**config.mk**
```make
export PLATFORM = sky130hd
export DESIGN_NAME = dmem_stall_unit
export DESIGN_NICKNAME = d
export VERILOG_FILES = /design/src/rtl/dmem_stall_unit.sv
export SDC_FILE = /design/constraint.sdc
export NUM_CORES = 1
export LEC_CHECK = 0
export BUFFER_PORTS_ARGS = -buffer_cell sky130_fd_sc_hd__buf_2
export CORE_MARGIN = 8
export CORE_UTILIZATION = 30
export DETAILED_ROUTE_END_ITERATION = 7
export GPL_TIMING_DRIVEN = 0
export PLACE_DENSITY = 0.59
export SYNTH_ARGS = -nofsm -noshare
export SYNTH_HDL_FRONTEND = slang
export SYNTH_SLANG_ARGS = --single-unit
```
**constraint.sdc**
```tcl
create_clock -name clk -period 5.7 [get_ports clk]
set_input_delay 0.855 -clock clk [delete_from_list [all_inputs] [get_ports clk]]
set_output_delay 0.855 -clock clk [all_outputs]
set_load 0.02 [all_outputs]
```
**src/rtl/dmem_stall_unit.sv**
```systemverilog
// dmem_stall_unit: multi-cycle data-memory front end for the MEM stage.
//
// Takes one load or store from the MEM stage and drives a fixed-latency
// backing memory. The pipeline is held with `stall` until the access
// completes, then `done` pulses for one cycle with the load result on
// `read_data`. Illegal requests set a sticky `err`.
//
// Optional feature: define DMEM_ALIGN_CHECK_EN to trap loads/stores with
// addr[0]==1 as illegal. The default build ignores addr[0].
//
// Parameters:
//   LATENCY     backing-memory access time in cycles (1..15)
//   ADDR_W      address width
//
// Ports:
//   clk         clock, rising edge
//   rst         asynchronous active-low reset
//   addr        MEM-stage address
//   write_data  MEM-stage store data
//   MEM_READ    MEM stage holds a load
//   MEM_WRITE   MEM stage holds a store
//   HALT        halt reached WB; blocks new requests in idle
//   mem_rdata   backing-memory read data
//   stall       freeze IF/ID/EX/MEM pipeline registers
//   done        one-cycle completion pulse
//   read_data   registered load result, held until the next load completes
//   mem_addr    latched request address
//   mem_wdata   latched store data
//   mem_rd      one-cycle read strobe
//   mem_wr      one-cycle write strobe
//   err         sticky illegal-access flag

module dmem_stall_unit #(
  parameter int unsigned LATENCY = 4,
  parameter int unsigned ADDR_W  = 16
) (
  input  logic              clk,
  input  logic              rst,
  input  logic [ADDR_W-1:0] addr,
  input  logic [15:0]       write_data,
  input  logic              MEM_READ,
  input  logic              MEM_WRITE,
  input  logic              HALT,
  input  logic [15:0]       mem_rdata,
  output logic              stall,
  output logic              done,
  output logic [15:0]       read_data,
  output logic [ADDR_W-1:0] mem_addr,
  output logic [15:0]       mem_wdata,
  output logic              mem_rd,
  output logic              mem_wr,
  output logic              err
);

  typedef enum logic [1:0] {
    StIdle,
    StBusy,
    StDone
  } state_e;

  state_e            state_q, state_d;
  logic [3:0]        cnt_q, cnt_d;
  logic              op_wr_q, op_wr_d;
  logic [ADDR_W-1:0] addr_q, addr_d;
  logic [15:0]       wdata_q, wdata_d;
  logic [15:0]       rdata_q, rdata_d;
  logic              mem_rd_q, mem_rd_d;
  logic              mem_wr_q, mem_wr_d;
  logic              done_q, done_d;
  logic              err_q, err_d;

  logic misalign;
  logic req_legal;
  logic req_illegal;

`ifdef DMEM_ALIGN_CHECK_EN
  assign misalign = addr[0];
`else
  assign misalign = 1'b0;
`endif

  // HALT suppresses both legal and illegal requests: nothing new is decoded
  // once the halt instruction has retired.
  assign req_legal   = (MEM_READ ^ MEM_WRITE) & ~HALT & ~misalign;
  assign req_illegal = ~HALT & ((MEM_READ & MEM_WRITE) | ((MEM_READ | MEM_WRITE) & misalign));

  always_comb begin
    state_d  = state_q;
    cnt_d    = cnt_q;
    op_wr_d  = op_wr_q;
    addr_d   = addr_q;
    wdata_d  = wdata_q;
    rdata_d  = rdata_q;
    err_d    = err_q;
    mem_rd_d = 1'b0;
    mem_wr_d = 1'b0;
    done_d   = 1'b0;

    unique case (state_q)
      StIdle: begin
        if (req_legal) begin
          state_d  = StBusy;
          addr_d   = addr;
          wdata_d  = write_data;
          op_wr_d  = MEM_WRITE;
          mem_rd_d = MEM_READ;
          mem_wr_d = MEM_WRITE;
          cnt_d    = 4'(LATENCY - 1);
        end else if (req_illegal) begin
          err_d = 1'b1;
        end
      end
      StBusy: begin
        if (cnt_q != 4'd0) begin
          cnt_d = cnt_q - 4'd1;
        end else begin
          if (!op_wr_q) begin
            rdata_d = mem_rdata;
          end
          state_d = StDone;
          done_d  = 1'b1;
        end
      end
      StDone: begin
        // Instruction still sits in MEM this cycle, so no new request here.
        state_d = StIdle;
      end
      default: begin
        state_d = StIdle;
      end
    endcase
  end

  always_ff @(posedge clk or negedge rst) begin
    if (!rst) begin
      state_q  <= StIdle;
      cnt_q    <= 4'd0;
      op_wr_q  <= 1'b0;
      addr_q   <= '0;
      wdata_q  <= 16'd0;
      rdata_q  <= 16'd0;
      mem_rd_q <= 1'b0;
      mem_wr_q <= 1'b0;
      done_q   <= 1'b0;
      err_q    <= 1'b0;
    end else begin
      state_q  <= state_d;
      cnt_q    <= cnt_d;
      op_wr_q  <= op_wr_d;
      addr_q   <= addr_d;
      wdata_q  <= wdata_d;
      rdata_q  <= rdata_d;
      mem_rd_q <= mem_rd_d;
      mem_wr_q <= mem_wr_d;
      done_q   <= done_d;
      err_q    <= err_d;
    end
  end

  // stall is combinational so the pipeline freezes in the request cycle;
  // gated by rst so every output reads 0 while reset is held.
  assign stall     = rst & (((state_q == StIdle) & req_legal) | (state_q == StBusy));
  assign done      = done_q;
  assign read_data = rdata_q;
  assign mem_addr  = addr_q;
  assign mem_wdata = wdata_q;
  assign mem_rd    = mem_rd_q;
  assign mem_wr    = mem_wr_q;
  assign err       = err_q;

endmodule

```
### Yosys cells after proc, flatten, opt, wreduce, memory -nomap -nowiden

Cells that the tools add are included.

| word-level totals | value |
|---|---|
| output and inout port bits | 53 |
| word-level logic and storage cells | 46 |
| flip-flop bits (word level) | 59 |
| input port bits | 53 |

| cells by class | value |
|---|---|
| bitwise logic cells | 11 |
| reductions and logical operators | 8 |
| multiplexer cells | 12 |
| equality and inequality tests | 4 |
| add/subtract/negate cells | 1 |

Operators by type and width:

| kind | count |
|---|---|
| 3-bit AND reduction | 3 |
| 4-bit 2-to-1 mux | 2 |
| 4-bit case mux with 2 select lines | 1 |
| 1-bit 2-to-1 mux | 6 |
| 2-bit inequality test (second input constant) | 3 |
| 1-bit AND | 5 |
| 2-bit 2-to-1 mux | 2 |
| 1-bit NOT | 4 |
| 2-bit case mux with 2 select lines | 1 |
| 2-bit AND reduction | 2 |
| 4-bit nonzero test | 1 |
| 4-bit by 1-bit subtractor with 4-bit output (second input constant) | 1 |
| 2-bit by 1-bit equality test with 1-bit output (second input constant) | 1 |
| 2-bit zero test | 1 |
| 2-bit nonzero test | 1 |
| 1-bit OR | 1 |
| 1-bit bitwise XOR | 1 |

### Longest topological paths before layout

| logic depth | value |
|---|---|
| depth after elaboration | 5 |
| gate-level depth with buffers | 7 |
| depth with buffers taken out | 5 |

### Worst setup path after synthesis

No wires, ideal clock.

| timing path | value |
|---|---|
| kind | input-to-output |
| start | in MEM_READ |
| end | out stall |
| stages on the path | 4 |
| path buffers | 1 |
| slack | 2853 ps |
| data required time | 4845 ps |
| arrival time | 1992 ps |
| cells stage by stage | ha_1 > nor4b_2 > clkbuf_1 > o21a_1 |

| on the way | value |
|---|---|
| word-level cells in the longest chain between the ends | 5 |

Ends and longest elaborated chain:

| element | RTL line | RTL |
|---|---|---|
| start, declared | 41 | `input logic MEM_READ,` |
| 1-bit bitwise XOR | 84 | `assign req_legal = (MEM_READ ^ MEM_WRITE) & ~HALT & ~misalign;` |
| 1-bit AND | 84 |  |
| 1-bit AND | 162 | `assign stall = rst & (((state_q == StIdle) & req_legal) \| (state_q == StBusy));` |
| 1-bit OR | 162 |  |
| 1-bit AND | 162 |  |
| end, declared | 45 | `output logic stall,` |

Every way passes these cells.

### Worst setup path after layout

| timing path | value |
|---|---|
| start | in MEM_WRITE |
| end | out stall |

| on the way | value |
|---|---|
| word-level cells in the longest chain between the ends | 5 |

Ends and longest elaborated chain:

| element | RTL line | RTL |
|---|---|---|
| start, declared | 42 | `input logic MEM_WRITE,` |
| 1-bit bitwise XOR | 84 |  |
| 1-bit AND | 84 |  |
| 1-bit AND | 162 |  |
| 1-bit OR | 162 |  |
| 1-bit AND | 162 |  |

Every way passes these cells.

==> metrics.md <==
| Metric | Value |
|---|---|
| Status | `finished, final reports clean` |
| Clock buffer depth | `2` |
| Synth Area in Compound Gates | `1.34%` |
| Synth top area cells | `dfrtp_1 63%, mux2_2 18%, mux2_4 6.4%` |
| Fmax | `305 MHz` |
| Nets | `approximately 320` |
| Min-delay worst type | `register to register` |
| CTS tree | `done` |
| Root Driver | `clkbuf_8` |
| Flops & latches, synth | `59` |
| Worst Skew | `a little over 0.009 ns` |
| Antenna diode count | `0` |
| Worst path bufs/invs | `3` |
| Cell type with the highest aggregate area in the netlist | `dfrtp_1` |
| Largest family of logic cells by synthesized area | `multiplexers` |
| Num CTS Buffers | `9` |
| Syn Inst Count | `146` |
| Final hold vios | `0` |
| RSZ-0062 raised after global routing | `false` |
| Setup repair bufs after CTS | `0` |
| CORE AREA | `about 7600 um^2` |
| CP startpoint kind | `input pin` |
| Post-route ant nets | `0` |
| Clk_lat worst skew | `~0.32 ns` |
| Worst setup EP type | `output pin` |
| WS Path Type | `input pin to output pin` |
| R2R Path End | `read_data[2]$_DFFE_PN0P_` |
| Initial Utilization | `30.5%` |
| WL final | `about 5300 um` |
| Post-synthesis adder-cell area fraction | `under 10%` |
| Largest net degree at the start of global routing | `between 60 and 70` |
| Port-buffer cells | `105` |
| Critical-path top delay cell | `nor4b_2` |
| Sink Count | `between 50 and 60` |
| Number of synthesized flops with an enable pin | `0` |
| Post-synthesis net count | `202` |
| DRC viols | `0` |
| Cell breakdown of the critical path | `buf_2 > ha_1 > nor4b_2 > clkbuf_1 > o21a_1 > buf_2` |
| DPL Wire Length | `just over 4000 um` |
| Cell count along the critical path | `6` |
| FF-to-FF setup slack | `3.67 ns` |
| Row count | `32` |
| Worst hold start | `err$_DFFE_PN0P_` |
| Worst Tran Pin Value | `around 0.75 ns` |
| Average cell area after synthesis | `roughly 16 um^2` |
| Dpl cell area | `2980 um^2` |
| Vias | `1,579` |
| Max-cap violation count | `0` |
| Aggregate global routing overflow | `0` |
| Cts hold-fix bufs | `0` |
| Yosys cell types | `24` |
| DIE HEIGHT | `approximately 100 um` |
| Min Hold Slack | `roughly 0.47 ns` |
| GRT Util Overall | `slightly above 10%` |
| Cells on worst reg2reg path | `7` |
| VDD IR max | `~0.18 mV` |
| Pre-CTS setup slack | `between 2 and 2.5 ns` |
| Clock slew at the register clock pins of the worst setup and hold paths | `0.07 ns` |
| Final Setup Violations | `0` |
| Per-cell routed wire length | `14.5 um` |
| Initial antenna violation count | `0` |
| Global placement routability congestion | `around 0.65` |
| Fraction of registers with async set/reset | `100%` |
| YS warnings | `0` |
| XOR/XNOR share of the synthesized area | `0%` |
| I/O pin count | `106` |
| Vias in the first global route | `1,730` |
| Pwr Density | `around 600 nW/um^2` |
| Drt via density | `~4.3` |
| Final worst-path cycle share | `57.6%` |
| Worst-path maximum fanout | `10` |
| Rel. slew slack | `about half` |
| TritonRoute pass-1 iters | `3` |
| Area share of the largest cell type after synthesis | `63.3%` |
| Post-synthesis simple-gate area fraction | `between 4 and 5%` |
| Min Tclk post-route | `~3.3 ns` |
| Sequential element share of the synthesized area | `between 60 and 70%` |
| Worst path top cell family by delay | `buffers and inverters` |
| Setup TNS | `0 ns` |
| Cts repair resizes | `0` |
| Chip width | `roughly 100 um` |
| H-tree Lvls | `3` |
| Post-route design area | `~3200 um^2` |
| CP arrival | `around 2.4 ns` |
| Post-synth top cells | `59 x dfrtp_1, 38 x mux2_2, 10 x mux2_4, 4 x buf_2, 4 x inv_1` |
| Worst EP required | `approximately 4.9 ns` |
| Pins over their slew limit | `0` |
| Final WS setup | `approximately 2.4 ns` |
| FILL cells | `between 700 and 800` |
| Worst hold path cell count | `1` |
| Syn Std Cell Area | `approximately 2300 um^2` |
| Die Area | `roughly 11,000 um^2` |
| Mux contribution to synthesized area | `about a quarter` |
| Most used DFF post-synth | `dfrtp_1` |
| RR Startpoint | `cnt_q[0]$_DFFE_PN0P_` |
| Worst path max stage delay | `approximately 0.41 ns` |
| Top-count cell post-synth | `dfrtp_1` |
| Most frequent cell on the critical path | `buf_2` |
| Hold endpoint | `err$_DFFE_PN0P_` |
| First-pass GRT wire length | `8890 um` |
| Leak pwr | `1.58 nW` |
| Drt initial violations | `46` |
| Layout cell share with drive strength beyond 1 | `between 60% and 70%` |
| P&R area growth vs syn | `35.4%` |
-- kinds of logic (layout without fill, tap and decap cells) --
kind of cell	after synthesis	count (layout)
flops	59	59
mux	52	52
simple gates	17	17
buf+inv	10	130
compound gates	5	5
fa+ha+maj	3	3
-- layout make-up --
type / count / area (um^2) / share of cell area, %
buffer: 6 / 35.0 / 1.11
clock buffer: 11 / 141 / 4.48
clock inverter: 4 / 27.5 / 0.872
inverter: 4 / 15.0 / 0.476
multi-input combinational: 77 / 805 / 25.5
sequential: 59 / 1480 / 46.8
tap: 102 / 128 / 4.04
timing repair buffer: 105 / 528 / 16.7
-- state kept, by name, summed over array words and instances (netlist names) --
signal     count
mem_addr      16
err            1
state_q        2
cnt_q          4
done           1
mem_wr         1
read_data     16
op_wr_q        1
mem_wdata     16
mem_rd         1
-- through the flow --
stage / instances / util [%] / power (mW)
finish: 368 / 41.3 / 1.85
detailed placement: 353 / 39.0 / 1.55
global placement: 353 / 39.0 / 1.53
CTS: 368 / 41.2 / 1.89
floorplan: 146 / - / 1.26
global route: 368 / 41.3 / 1.97
-- power by group --
group	total [mW]	leakage, nW	internal (mW)	switching, mW
Combinational	0.803	0.799	0.359	0.444
Sequential	0.724	0.703	0.622	0.102
Clock	0.323	0.0774	0.166	0.157
Total	1.85	1.58	1.15	0.702
-- worst max-delay path by stage --
stage / to / from
after floorplan: stall / MEM_READ
after detailed placement: stall / MEM_WRITE
after global routing: stall / MEM_WRITE
after global placement: stall / MEM_WRITE
after CTS: stall / MEM_WRITE
final: stall / MEM_WRITE
-- layer usage --
metal	up-vias	track usage, %	wire length, um
li1	740	-	-
met1	772	12.0	2310
met2	61	15.2	2500
met3	6	4.71	450
met4	0	5.07	66
met5	-	0	0
-- placed cells by master, fill, tap and decap left out, drive strengths merged --
cell type    n
nor3         3
a31o         1
dfrtp       59
mux2        50
clkbuf      12
nor4         1
inv          4
buf        110
o21a         1
clkinv       1
nor4b        1
clkinvlp     3
o21ai        2
mux2i        2
a21oi        1
ha           3
nand2b       3
nor2b        2
nand4b       1
and2         2
or4          1
nor2         3
Power figures use the tool's default switching activity.
